<file path="config.mk">
export PLATFORM = sky130hd
export DESIGN_NAME = hazard_scoreboard_unit
export DESIGN_NICKNAME = d
export VERILOG_FILES = /design/src/rtl/hazard_scoreboard_unit.sv
export SDC_FILE = /design/constraint.sdc
export NUM_CORES = 1
export LEC_CHECK = 0
export CAP_MARGIN = 20
export CORE_UTILIZATION = 30
export DETAILED_ROUTE_END_ITERATION = 10
export MAX_ROUTING_LAYER = met4
export PLACE_DENSITY = 0.52
export SYNTH_ARGS = -nofsm -noshare
export SYNTH_HDL_FRONTEND = slang
export SYNTH_SLANG_ARGS = --single-unit
</file>
<file path="constraint.sdc">
create_clock -name clk -period 4.7 [get_ports clk]
set_input_delay 0.47 -clock clk [delete_from_list [all_inputs] [get_ports clk]]
set_output_delay 0.47 -clock clk [all_outputs]
set_load 0.05 [all_outputs]
</file>
<file path="src/rtl/hazard_scoreboard_unit.sv">
// Hazard unit for the 5-stage pipeline: forwarding, load-use and MDU scoreboard stalls,
// branch flushes, and saturating stall/flush counters.
module hazard_scoreboard_unit #(
   parameter int REG_ADDR_W = 5,
   parameter int MDU_LAT    = 4,
   parameter int CNT_W      = 32
) (
   input  logic                  clk,
   input  logic                  rst,
   input  logic                  PCSrcE,
   input  logic                  RegWriteE,
   input  logic                  RegWriteM,
   input  logic                  RegWriteW,
   input  logic                  ResultSrcE,
   input  logic                  MduStartE,
   input  logic                  Rs1UsedD,
   input  logic                  Rs2UsedD,
   input  logic                  RegWriteD,
   input  logic [REG_ADDR_W-1:0] Rs1_D,
   input  logic [REG_ADDR_W-1:0] Rs2_D,
   input  logic [REG_ADDR_W-1:0] Rd_D,
   input  logic [REG_ADDR_W-1:0] Rs1_E,
   input  logic [REG_ADDR_W-1:0] Rs2_E,
   input  logic [REG_ADDR_W-1:0] RD_E,
   input  logic [REG_ADDR_W-1:0] RD_M,
   input  logic [REG_ADDR_W-1:0] RD_W,
   output logic [1:0]            ForwardAE,
   output logic [1:0]            ForwardBE,
   output logic                  StallF,
   output logic                  StallD,
   output logic                  FlushD,
   output logic                  FlushE,
   output logic                  MduWbValid,
   output logic [REG_ADDR_W-1:0] MduWbRd,
   output logic [CNT_W-1:0]      StallCount,
   output logic [CNT_W-1:0]      FlushCount
);

   localparam int NUM_REGS = 2 ** REG_ADDR_W;

   // MduWbValid is a one-cycle strobe with no back-pressure: the dedicated
   // register-file port always accepts it, so there is no ready signal.
   logic [MDU_LAT-1:0]    mdu_v;
   logic [REG_ADDR_W-1:0] mdu_rd [MDU_LAT];
   logic [NUM_REGS-1:0]   pending;

   logic       mdu_issue;
   logic       load_stall;
   logic       mdu_stall;
   logic       haz_stall;
   logic [1:0] fwd_a;
   logic [1:0] fwd_b;

   function automatic logic [1:0] fwd_sel(input logic [REG_ADDR_W-1:0] rs);
      if (RegWriteM && (RD_M != '0) && (RD_M == rs))
         return 2'b10;
      else if (RegWriteW && (RD_W != '0) && (RD_W == rs))
         return 2'b01;
      else
         return 2'b00;
   endfunction

   // A branch in E does not cancel the MDU issue: the E instruction is older.
   assign mdu_issue = MduStartE && (RD_E != '0);

   always_ff @(posedge clk) begin
      if (rst) begin
         mdu_v <= '0;
         for (int i = 0; i < MDU_LAT; i++)
            mdu_rd[i] <= '0;
      end else begin
         mdu_v     <= {mdu_v[MDU_LAT-2:0], mdu_issue};
         mdu_rd[0] <= RD_E;
         for (int i = 1; i < MDU_LAT; i++)
            mdu_rd[i] <= mdu_rd[i-1];
      end
   end

   // Every in-flight entry marks its destination, so two ops to one rd keep it
   // pending until the younger one drains.
   always_comb begin
      pending = '0;
      for (int i = 0; i < MDU_LAT; i++)
         if (mdu_v[i])
            pending[mdu_rd[i]] = 1'b1;
      pending[0] = 1'b0;
   end

   always_comb begin
      fwd_a      = fwd_sel(Rs1_E);
      fwd_b      = fwd_sel(Rs2_E);
      load_stall = ResultSrcE && RegWriteE && (RD_E != '0) &&
                   ((Rs1UsedD && (RD_E == Rs1_D)) || (Rs2UsedD && (RD_E == Rs2_D)));
      mdu_stall  = (Rs1UsedD && pending[Rs1_D]) ||
                   (Rs2UsedD && pending[Rs2_D]) ||
                   (RegWriteD && pending[Rd_D]);
      haz_stall  = load_stall || mdu_stall;
   end

   always_comb begin
      ForwardAE  = 2'b00;
      ForwardBE  = 2'b00;
      StallF     = 1'b0;
      StallD     = 1'b0;
      FlushD     = 1'b0;
      FlushE     = 1'b0;
      MduWbValid = 1'b0;
      MduWbRd    = '0;
      if (!rst) begin
         ForwardAE  = fwd_a;
         ForwardBE  = fwd_b;
         // The D instruction is wrong-path under a taken branch, so flush beats stall.
         StallF     = haz_stall && !PCSrcE;
         StallD     = haz_stall && !PCSrcE;
         FlushD     = PCSrcE;
         FlushE     = PCSrcE || haz_stall;
         MduWbValid = mdu_v[MDU_LAT-1];
         MduWbRd    = mdu_rd[MDU_LAT-1];
      end
   end

   always_ff @(posedge clk) begin
      if (rst) begin
         StallCount <= '0;
         FlushCount <= '0;
      end else begin
         if (StallD && (StallCount != '1))
            StallCount <= StallCount + 1'b1;
         if (PCSrcE && (FlushCount != '1))
            FlushCount <= FlushCount + 1'b1;
      end
   end

endmodule

</file>
# Word-level counts from Yosys, hierarchy flattened
# Memory sizes are Yosys's and may differ from the RTL's.
# Cells that the tools add are included.
# op_classes
add_sub_neg,2
magnitude_cmp,11
eq_ne,8
n_mux,36
n_bitwise,7
n_reduce_logical,31
# op_table
operator,n
32-bit two-way mux,4
32-bit bitwise OR,3
32-bit by 1-bit adder with 32-bit output (second input constant),2
32-bit inequality test (second input constant),2
5-bit by 6-bit less-than comparator with 1-bit output (second input constant),7
5-bit == test,6
5-bit two-way mux,5
1-bit logical AND,22
1-bit demux with 5-bit select,4
5-bit by 1-bit greater-or-equal comparator with 1-bit output (second input constant),4
1-bit two-way mux,16
1-bit binary-select mux with 5-bit select,3
5-bit nonzero test,3
2-bit two-way mux,4
1-bit logical OR,5
1-bit bitwise OR,4
1-bit zero test,1
# totals
register_bits,68
mem_bits_rw,20
inputBits,51
out_inout_bits,78
wordCells,99
memories,1
# memory_table
name,depth,word_bits,read_ports,rd_ports_with_merged_regs,wr,line_no,rtl
mdu_rd,4,5,4,0,4,44,logic [REG_ADDR_W-1:0] mdu_rd [MDU_LAT];

# Logic depth before layout (Yosys ltp)
# An unclocked memory read counts as a cell.
# logic_depth
word_depth,21
mapped_depth,13
depth_no_buf,10

# Worst setup path after synthesis
# Ideal clock, no wire load.
# synth_path
kind,flip-flop to output port
start,memory mdu_rd[0][1]
end,output StallF
arrival_time_ns,3.441
required_time_ns,4.230
setup_slack_ns,0.789
path_stages_with_launch,11
path_buffers,2
path_cell_list,dfxtp_1 or4b_4 o22ai_1 nor2_1 mux4_2 mux4_2 or2_1 o31a_1 buf_6 a211oi_4 buf_4
# synth_rtl
element,line_no,rtl
from (decl),44,
to (decl),29,"output logic StallF,"

==> impl_metrics.env <==
export IMPL_path_class="reg -> out"
export IMPL_cp_required_ps=4230
export IMPL_viasPerCell=5.527
export IMPL_max_stage_delay_ps=540
export IMPL_worstMarginPinSlew_ps=825.5
export IMPL_cts_root_buf="clkbuf_16"
export IMPL_cap_violations=0
export IMPL_path_cells="nand2_1 > nor3b_1 > a221oi_1 > mux4_2 > mux4_2 > or2_1 > o31a_1 > a211oi_4 > buf_4"
export IMPL_cp_arrival_ps=3860
export IMPL_fmax_mhz=230.9
export IMPL_synth_distinct_cells=69
export IMPL_port_buffers=128
export IMPL_tns_ps=0
export IMPL_syn_num_nets=819
export IMPL_rsz0062_at_grt="no"
export IMPL_hold_buffers=0
export IMPL_die_w_um=145.1
export IMPL_cts_tree="yes"
export IMPL_first_pass_iters=6
export IMPL_hold_slack_ps=469.6
export IMPL_htreeDepth=3
export IMPL_setup_viol=0
export IMPL_synth_edf_count=0
export IMPL_grt_overflow_total=0
export IMPL_period_share=0.9215
export IMPL_start_kind="flop"
export IMPL_final_max_slew_viol_count=0
export IMPL_cts_buffers=9
export IMPL_cts_buffer_depth=2
export IMPL_place_area_um2=7691
export IMPL_ys_seq_area_frac=0.2868
export IMPL_finalCriticalPeriod_ps=4331
export IMPL_dp_hpwl_mm=16.23
export IMPL_r2r_slack_ps=750
export IMPL_antenna_cells=0
export IMPL_layout_common_cells="clkdlybuf4s50_1 (124), dfxtp_1 (88), nor2_1 (81)"
export IMPL_status="finished, final reports clean"
export IMPL_min_path_cells=2
export IMPL_gp_congestion=0.9631
export IMPL_hp_start="rst"
export IMPL_async_flop_share=0
export IMPL_relSlewSlack=0.4497
export IMPL_hold_class="in -> reg"
export IMPL_avgRoutedWirePerCell_um=18.08
export IMPL_die_area_um2=21050
export IMPL_path_clk_slew_ps=70
export IMPL_final_cell_area_um2=7961
export IMPL_syn_inst=766
export IMPL_io_pins=129
export IMPL_ys_warn_count=0
export IMPL_areaGrowthSynthToFinish_pct=29.59
export IMPL_grt_max_degree=82
export IMPL_cp_slowest_cell="mux4_2"
export IMPL_fin_util=0.4025
export IMPL_grt_pass1_wl_mm=33.49
export IMPL_core_um2=19780
export IMPL_grt_pass1_vias=6037
export IMPL_routed_wl_mm=20.79
export IMPL_crit_path_end_kind="primary output"
export IMPL_start_util=0.3106
export IMPL_p_leak_uw=0.002501
export IMPL_antenna_left=0
export IMPL_critPathMaxFanout=9
export IMPL_cpMostUsedCell="mux4_2"
export IMPL_n_fill_cell=2054
export IMPL_r2r_start="mdu_rd[0][1]"
export IMPL_skew_ps=14.54
export IMPL_layout_drive_gt1_share=0.07006
export IMPL_power_uw=1684
export IMPL_rows=51
export IMPL_antenna_found_initial=0
export IMPL_die_h_um=145.1
export IMPL_layout_commonest_cell="clkdlybuf4s50_1"
export IMPL_final_hold_violation_count=0
export IMPL_r2r_end="StallCount[29]"
export IMPL_finalNetCount=934
export IMPL_power_density_nw_per_um2=211.5
export IMPL_ys_ff_latch=88
export IMPL_clk_latency_ps=350
export IMPL_post_cts_buffers=0
export IMPL_grtUsageTotal=0.2040
export IMPL_drt_iter0_markers=468
export IMPL_min_to="FlushCount[10]"
export IMPL_cts_sinks=88
export IMPL_ys_flop_type="dfxtp_1"
export IMPL_worstRegToRegCells=10
export IMPL_vias=6356
export IMPL_synth_area_um2=6143
export IMPL_syn_avg_cell_area_um2=8.020
export IMPL_vdd_drop_max_v=0.0002105
export IMPL_drc=0
export IMPL_post_cts_resized=0
[kinds of logic after synthesis]
| kind of cell | count (synthesis) | synth area share |
|---|---|---|
| AND/OR/NAND/NOR | 369 | 0.3409 |
| AO/OA/AOI/OAI | 171 | 0.1910 |
| buffers and inverters | 50 | 0.03361 |
| adder cells (fa/ha/maj) | 2 | 0.004073 |
| XOR/XNOR | 68 | 0.09694 |
| multiplexers | 18 | 0.04664 |
| flip-flops | 88 | 0.2868 |
[critical path, delay by kind of cell (launching register included)]
family	cells	cell delay, ps
AOI/OAI and AO/OA	3	900
muxes	2	1000
DFF	1	470
and+or+nand+nor	3	870
buffers and inverters	1	280
[per-stage QoR]
stage	setup slack, ps	cells
floorplan	789.3	766
global placement	690.2	1135
detailed placement	704.9	1135
CTS	461.7	1150
global route	150.3	1150
finish	369.1	1150
[state kept, by name, summed over array words and instances (netlist names)]
signal and cells:
mdu_v 4, StallCount 32, FlushCount 32, mdu_rd 20
[worst max path at each step]
stage	start	to	slack [ps]
4_1_cts	mdu_rd[0][3]	StallF	460
3_5_place_dp	Rd_D[1]	StallCount[6]	700
5_1_grt	mdu_rd[1][2]	FlushE	150
2_1_floorplan	mdu_rd[0][1]	StallF	790
3_3_place_gp	Rd_D[1]	StallCount[6]	690
6_report	mdu_rd[0][1]	StallF	370
[cell type report]
cell class	count	area (µm²)	share of cell area
multi-input cells	628	4175	0.5244
flip-flops and latches	88	1762	0.2213
repair buffers	139	1366	0.1716
well taps	265	331.6	0.04165
clock buffers	9	225.2	0.02829
inverters	15	56.30	0.007072
clock inverters	6	45.04	0.005658
[synth_stat cells (7+ instances only)]
cell	number	area, µm²
a21oi_1	31	155.2
nor2b_1	41	256.5
mux4_2	8	180.2
or4_1	10	75.07
nor2_1	81	304.0
nor3_1	17	85.08
nand2b_1	13	81.33
a211oi_1	10	75.07
a221oi_1	10	87.58
dfxtp_1	88	1762
or2_2	8	50.05
nand4bb_1	8	90.09
nand4b_1	9	78.83
or3_1	18	112.6
and3_1	14	87.58
and2_1	7	43.79
nand2_1	52	195.2
xor2_1	42	367.9
and4_1	9	78.83
nand4_1	20	125.1
nand3_1	30	150.1
o21ai_0	28	140.1
clkbuf_1	32	120.1
inv_1	14	52.55
xnor2_1	26	227.7
nor4_1	7	43.79
o22ai_1	46	287.8
[metal layers]
layer,part of all wire,vias to the layer above,track usage
met5,0,-,-
met2,0.43,299,0.2990
met4,0.024,0,0.06526
met1,0.47,2925,0.2737
li1,-,3088,-
met3,0.074,44,0.04874
[where the power goes]
part           internal (µW)  switching [µW]  total, µW
registers                755            18.3        774
logic                    106             140        246
clock network            358             306        664
total                   1220             464       1680
(Power assumes the default switching activity.)
